**src/rtl/cla_seq_adder_if.sv**
```systemverilog
// Operand/result handshake bus for the segmented carry-lookahead adder.
// Operands and sum are numbered [W:1], bit 1 being the LSB.
interface cla_seq_adder_if #(
   parameter int W = 64
);
   logic         in_valid;
   logic         in_ready;
   logic [W:1]   a;
   logic [W:1]   b;
   logic         cin;
   logic         out_valid;
   logic         out_ready;
   logic [W:1]   sum;
   logic         cout;
   logic         busy;

   modport master (
      output in_valid, a, b, cin, out_ready,
      input  in_ready, out_valid, sum, cout, busy
   );

   modport slave (
      input  in_valid, a, b, cin, out_ready,
      output in_ready, out_valid, sum, cout, busy
   );
endinterface

```
**src/rtl/cla_seq_adder.sv**
```systemverilog
// W-bit adder built from one SIZE-bit two-level carry-lookahead slice,
// reused for SEGS consecutive cycles with the carry held in a register.

// Sum-of-products lookahead over V bits: carries into each bit plus group G/P.
module cla_seq_adder_grp #(
   parameter int V = 4
) (
   input  logic [V-1:0] g,
   input  logic [V-1:0] p,
   input  logic         ci,
   output logic [V-1:0] c,
   output logic         gg,
   output logic         gp
);
   logic acc, pp;

   always_comb begin
      c   = '0;
      acc = 1'b0;
      pp  = 1'b1;
      for (int j = 0; j < V; j++) begin
         acc = 1'b0;
         pp  = 1'b1;
         for (int m = j - 1; m >= 0; m--) begin
            acc = acc | (pp & g[m]);
            pp  = pp & p[m];
         end
         c[j] = acc | (pp & ci);
      end
      acc = 1'b0;
      pp  = 1'b1;
      for (int m = V - 1; m >= 0; m--) begin
         acc = acc | (pp & g[m]);
         pp  = pp & p[m];
      end
      gg = acc;
      gp = pp;
   end
endmodule

module cla_seq_adder_slice #(
   parameter int SIZE    = 16,
   parameter int VALENCY = 4
) (
   input  logic [SIZE-1:0] a,
   input  logic [SIZE-1:0] b,
   input  logic            ci,
   output logic [SIZE-1:0] s,
   output logic            co
);
   localparam int NG = SIZE / VALENCY;

   logic [SIZE-1:0] g, p, c;
   logic [NG-1:0]   grp_g, grp_p, grp_c;
   logic            top_g, top_p;

   assign g = a & b;
   assign p = a ^ b;

   for (genvar i = 0; i < NG; i++) begin : g_grp
      cla_seq_adder_grp #(.V(VALENCY)) u_grp (
         .g  (g[i*VALENCY +: VALENCY]),
         .p  (p[i*VALENCY +: VALENCY]),
         .ci (grp_c[i]),
         .c  (c[i*VALENCY +: VALENCY]),
         .gg (grp_g[i]),
         .gp (grp_p[i])
      );
   end

   // Second level: group carries resolved by lookahead over group G/P.
   cla_seq_adder_grp #(.V(NG)) u_top (
      .g  (grp_g),
      .p  (grp_p),
      .ci (ci),
      .c  (grp_c),
      .gg (top_g),
      .gp (top_p)
   );

   assign s  = p ^ c;
   assign co = top_g | (top_p & ci);
endmodule

module cla_seq_adder #(
   parameter int SIZE    = 16,
   parameter int SEGS    = 4,
   parameter int VALENCY = 4
) (
   input  logic              clk,
   input  logic              rst_n,
   input  logic              clr,
   cla_seq_adder_if.slave    bus
);
   localparam int W  = SIZE * SEGS;
   localparam int KW = (SEGS > 1) ? $clog2(SEGS) : 1;
   localparam logic [KW-1:0] KLAST = KW'(SEGS - 1);

   typedef enum logic [1:0] {IDLE, RUN, DONE} state_t;

   state_t          state;
   logic [KW-1:0]   k;
   logic            carry;
   logic [W:1]      areg, breg;
   logic [W:1]      sum_q;
   logic            cout_q, out_valid_q, busy_q;
   logic [SIZE-1:0] sa, sb, ss;
   logic            sco;
   logic            xfer;
   int              lo;

   assign bus.in_ready  = (state == IDLE) || ((state == DONE) && bus.out_ready);
   assign bus.sum       = sum_q;
   assign bus.cout      = cout_q;
   assign bus.out_valid = out_valid_q;
   assign bus.busy      = busy_q;
   assign xfer          = bus.in_valid && bus.in_ready;

   always_comb begin
      lo = int'(k) * SIZE + 1;
      sa = areg[lo +: SIZE];
      sb = breg[lo +: SIZE];
   end

   cla_seq_adder_slice #(.SIZE(SIZE), .VALENCY(VALENCY)) u_slice (
      .a  (sa),
      .b  (sb),
      .ci (carry),
      .s  (ss),
      .co (sco)
   );

   always_ff @(posedge clk or negedge rst_n) begin
      if (!rst_n) begin
         state       <= IDLE;
         k           <= '0;
         carry       <= 1'b0;
         areg        <= '0;
         breg        <= '0;
         sum_q       <= '0;
         cout_q      <= 1'b0;
         out_valid_q <= 1'b0;
         busy_q      <= 1'b0;
      end else if (clr) begin
         // Abort wins over transfer and completion; result registers keep their value.
         state       <= IDLE;
         out_valid_q <= 1'b0;
         busy_q      <= 1'b0;
      end else if (xfer) begin
         areg        <= bus.a;
         breg        <= bus.b;
         carry       <= bus.cin;
         k           <= '0;
         state       <= RUN;
         out_valid_q <= 1'b0;
         busy_q      <= 1'b1;
      end else begin
         case (state)
            RUN: begin
               sum_q[lo +: SIZE] <= ss;
               carry             <= sco;
               if (k == KLAST) begin
                  cout_q      <= sco;
                  state       <= DONE;
                  out_valid_q <= 1'b1;
               end else begin
                  k <= k + 1'b1;
               end
            end
            DONE: begin
               if (bus.out_ready) begin
                  state       <= IDLE;
                  out_valid_q <= 1'b0;
                  busy_q      <= 1'b0;
               end
            end
            default: ;
         endcase
      end
   end
endmodule

```
**src/flat_wrapper.sv**
```systemverilog
// flat-port wrapper written by rule: the top's interface ports become plain ports
module cla_seq_adder_flat 
#(
   parameter int SIZE    = 16,
   parameter int SEGS    = 4,
   parameter int VALENCY = 4
)
  (clk, rst_n, clr, bus_in_valid, bus_a, bus_b, bus_cin, bus_out_ready, bus_in_ready, bus_out_valid, bus_sum, bus_cout, bus_busy);
  cla_seq_adder_if #(.W((64))) bus_i ();
  input  logic clk;
  input  logic rst_n;
  input  logic clr;
  input wire logic [$bits(bus_i.in_valid)-1:0] bus_in_valid;
  input wire logic [$bits(bus_i.a)-1:0] bus_a;
  input wire logic [$bits(bus_i.b)-1:0] bus_b;
  input wire logic [$bits(bus_i.cin)-1:0] bus_cin;
  input wire logic [$bits(bus_i.out_ready)-1:0] bus_out_ready;
  output wire logic [$bits(bus_i.in_ready)-1:0] bus_in_ready;
  output wire logic [$bits(bus_i.out_valid)-1:0] bus_out_valid;
  output wire logic [$bits(bus_i.sum)-1:0] bus_sum;
  output wire logic [$bits(bus_i.cout)-1:0] bus_cout;
  output wire logic [$bits(bus_i.busy)-1:0] bus_busy;
  assign bus_i.in_valid = bus_in_valid;
  assign bus_i.a = bus_a;
  assign bus_i.b = bus_b;
  assign bus_i.cin = bus_cin;
  assign bus_i.out_ready = bus_out_ready;
  assign bus_in_ready = bus_i.in_ready;
  assign bus_out_valid = bus_i.out_valid;
  assign bus_sum = bus_i.sum;
  assign bus_cout = bus_i.cout;
  assign bus_busy = bus_i.busy;
  cla_seq_adder #(.SIZE(SIZE), .SEGS(SEGS), .VALENCY(VALENCY)) u_core (.clk(clk), .rst_n(rst_n), .clr(clr), .bus(bus_i));
endmodule
```
**config.mk**
```make
export PLATFORM = sky130hd
export DESIGN_NAME = cla_seq_adder_flat
export DESIGN_NICKNAME = d
export VERILOG_FILES = /design/src/rtl/cla_seq_adder_if.sv /design/src/rtl/cla_seq_adder.sv /design/src/flat_wrapper.sv
export SDC_FILE = /design/constraint.sdc
export NUM_CORES = 1
export LEC_CHECK = 0
export ABC_AREA = 1
export CAP_MARGIN = 10
export CELL_PAD_IN_SITES_DETAIL_PLACEMENT = 0
export CELL_PAD_IN_SITES_GLOBAL_PLACEMENT = 1
export CORE_MARGIN = 2
export CORE_UTILIZATION = 40
export DETAILED_ROUTE_END_ITERATION = 10
export MAX_ROUTING_LAYER = met4
export PLACE_DENSITY_LB_ADDON = 0.1
export SLEW_MARGIN = 40
export SYNTH_ARGS = -nofsm -noshare
export SYNTH_HDL_FRONTEND = slang
export SYNTH_HIERARCHICAL = 1
export SYNTH_SLANG_ARGS = --single-unit
```
**constraint.sdc**
```tcl
create_clock -name clk -period 8.2 [get_ports clk]
set_input_delay 1.64 -clock clk [delete_from_list [all_inputs] [get_ports clk]]
set_output_delay 1.64 -clock clk [all_outputs]
set_load 0.005 [all_outputs]
```
==> impl_summary.md <==
Run status
The flow ran to the end, and the final reports show no timing, DRC or antenna violations.

Die
The region available for standard cell placement spans 25000 µm². The width of the die is 163 µm. The effective utilization at floorplan is 40.5%. In this run the count of I/O pins placed on the die edge is 202. The total number of placement rows is 58. The die boundary height is 163 µm. The area of the die is 26600 µm².

Critical path
Of all nets on the critical path, the largest fanout is 4. The required time reported for the critical path endpoint is 6.56 ns. The critical path is of the in2out type. The critical path endpoint category is an output port.

The nature of the critical path startpoint is a primary input. Data on the critical path arrives at its endpoint at 2.84 ns.

Global routing
The wire length of the first global-routing pass is 45700 µm. The maximum number of pins on one net before global-route repair is 84. Global routing consumed, over all layers together, 22.5% of the routing resources.

The global-route congestion overflow total is 0. The initial antenna violation count is 0. The number of global-route vias before repair is 8886.

Placed design
The setup slack after placement is 3.63 ns. Detailed placement ended at an HPWL of 19300 µm. The final weighted congestion in routability-driven placement is 0.862. Summing all placed instances gives a cell area of 12200 µm². During placement, the flow inserted port buffers numbering 201.

Yosys
The number of distinct standard cells referenced by the synthesized netlist is 20. The number of nets in the synthesized netlist is 1536. The cell count after synthesis came out at 1379. The synthesized area is 10100 µm². The share of the yosys chip area belonging to registers is 49.1%. Counting flops and latches in the post-synthesis netlist gives 199. The number of synthesis warnings is 6. The average cell area after synthesis is 7.35 µm².

Clocking
In this run the number of H-tree levels came out at 4. The number of resized instances in the post-cts repair step is 0. The number of clock buffers added by TritonCTS is 17.

The tree is rooted in a sky130_fd_sc_hd__clkbuf_16. Once the clock tree was built, the setup fixing pass inserted 0 buffers. The clock sink total is 199. The longest clock path from root to sink contains 2 buffers. TritonCTS built the clock tree.

Clock latency on the worst-skew pair, taken at its later pin, is 0.44 ns. The clock transition at the registers of the reported paths is 0.07 ns. The hold buffer count at cts is 0.

Timing
The final worst-path cycle share is 54.6%. Setup repair after global routing left no endpoint under its margin. The worst path needs 4.48 ns of the cycle, external delays included. Across all setup checks in the final design, the least slack found is 3.72 ns. The maximum operating frequency is 223 MHz. The final hold violation count is 0. The clock arrives with 0.0134 ns of skew.

For the pin with the worst max-slew slack, the measured transition is 0.774 ns. The relative max-transition margin is 48.4%. The final number of max-transition violations came to 0. The total negative slack is 0 ns. The final setup violation count is 0.

Detailed routing
The count of nets left with antenna violations once routing finished came out at 0. The number of remaining DRC errors is 0. Wires add up to 28400 µm.

The total via count in the routed design is 9152. The vias per cell is 4.92. The per-cell routed wire length is 15.2 µm.

After the first detailed-routing iteration, the DRC count stood at 578. The number of iterations in the first detailed-routing pass is 5.

Finish
The net total in the final layout is 1678. The number of inserted diodes is 0. In the final layout, the share of cells above drive strength 1 is 4.05%. The total of fill cells in the finished design is 2546. The area added between synthesis and finish is 26.4%. The finished cells cover 12800 µm².

Power and ir drop
The areal power density over the cells is 417 nW/µm². IR analysis of the VDD net gives a maximum drop of 0.180 mV. In this run the static leakage power is 0.00660 µW.

Hold path
The tightest min-delay check is of the reg2reg type.

Job
The tool flagged a number of max-cap violations equal to 0.
-- final cells by class --
cell class	count	area, µm²	area share (%)
Clock buffer	18	439	3.43
Clock inverter	12	111	0.869
Inverter	63	239	1.87
Multi-Input combinational cell	1027	4490	35.0
Sequential cell	199	4980	38.9
Tap cell	330	413	3.22
Timing Repair Buffer	213	2140	16.7
-- cell usage after synthesis, drive strengths merged --
master    n  area share, %
or2       5           0.31
clkbuf   42            1.6
buf      48            2.8
inv      63            2.3
ha       23            2.8
nand4    72            4.4
nor2    138            5.2
a21oi     6           0.30
dfrtp   199             49
nand3b    1          0.074
o21ai    64            3.2
o22ai    32            2.0
nand3    13           0.89
nand2   673             25
-- worst max-delay path, stage by stage --
cell and delay (ns):
sky130_fd_sc_hd__clkdlybuf4s50_1 0.47, sky130_fd_sc_hd__nand2_1 0.08, sky130_fd_sc_hd__nand2_2 0.12, sky130_fd_sc_hd__clkdlybuf4s50_1 0.52
-- flip-flops by register name (all words and copies together), names as in the netlist --
name and flops:
u_core/areg 64, u_core/k 2, u_core/bus.sum 64, u_core/state 2, u_core/carry 1, u_core/breg 64, u_core/bus.cout 1, u_core/bus.busy 1
-- metrics by stage --
step / total power [µW] / hold slack, ns / std cells / util (%)
floorplan: 3620 / 0.444 / 1379 / -
global placement: 4510 / 0.455 / 1830 / 48.8
detailed placement: 4560 / 0.457 / 1831 / 48.9
CTS: 5380 / 0.477 / 1861 / 51.1
global route: 5890 / 0.488 / 1862 / 51.2
finish: 5350 / 0.470 / 1862 / 51.2
-- cells in the final DEF, fill, tap and decap left out --
cell	Yosys	routed
sky130_fd_sc_hd__clkdlybuf4s50_1	0	200
sky130_fd_sc_hd__nand3b_1	1	1
sky130_fd_sc_hd__nand2_1	671	671
sky130_fd_sc_hd__clkinv_4	0	2
sky130_fd_sc_hd__buf_6	0	2
sky130_fd_sc_hd__nor2_2	5	5
sky130_fd_sc_hd__dfrtp_1	199	197
sky130_fd_sc_hd__buf_4	20	8
sky130_fd_sc_hd__clkbuf_8	0	2
sky130_fd_sc_hd__inv_8	0	4
sky130_fd_sc_hd__nand4_1	72	72
sky130_fd_sc_hd__nand2_2	2	2
sky130_fd_sc_hd__buf_12	0	2
sky130_fd_sc_hd__o21ai_0	64	64
sky130_fd_sc_hd__o22ai_1	32	32
sky130_fd_sc_hd__inv_4	0	1
sky130_fd_sc_hd__nand3_2	5	4
sky130_fd_sc_hd__clkinvlp_4	0	3
sky130_fd_sc_hd__dfrtp_2	0	2
sky130_fd_sc_hd__or2_0	5	5
sky130_fd_sc_hd__nand3_4	0	1
sky130_fd_sc_hd__inv_1	59	58
sky130_fd_sc_hd__a21oi_1	6	6
sky130_fd_sc_hd__clkbuf_16	0	17
sky130_fd_sc_hd__inv_2	4	4
sky130_fd_sc_hd__ha_1	23	23
sky130_fd_sc_hd__inv_6	0	3
sky130_fd_sc_hd__nand3_1	8	8
sky130_fd_sc_hd__nor2_1	133	133
-- layer usage --
| metal | wire, µm | up-vias | global-route usage, % |
|---|---|---|---|
| met5 | 0 | - | - |
| met4 | 460 | 0 | 5.75 |
| met3 | 1080 | 31 | 2.87 |
| met2 | 13700 | 221 | 36.9 |
| met1 | 13200 | 4266 | 29.6 |
| li1 | - | 4634 | - |
-- worst paths after layout --
kind	start	end	slack, ns	cells after the start
max	bus_out_ready	bus_in_ready	3.72	4
min	u_core/bus.sum[25]	u_core/bus.sum[25]	0.47	2
max reg2reg	u_core/k[1]	u_core/bus.sum[64]	4.04	24
min reg2reg	u_core/bus.sum[25]	u_core/bus.sum[25]	0.47	2
max in group asynchronous	rst_n	u_core/breg[11]	5.84	2
min in group asynchronous	rst_n	u_core/bus.sum[49]	1.19	1
-- power by group --
group	internal (µW)	leakage (µW)	switching [µW]	total, µW
sequential	1340	0.00255	183	1520
combinational	996	0.00378	2030	3020
clock	406	0.000263	398	804
total	2740	0.00660	2610	5350
-- cell families after synthesis --
kind of cell / Yosys count / synth area share, %
buf+inv: 153 / 6.68
fa+ha+maj: 23 / 2.84
flops: 199 / 49.1
simple gates: 902 / 35.9
compound gates: 102 / 5.43
Power figures use the tool's default switching activity.
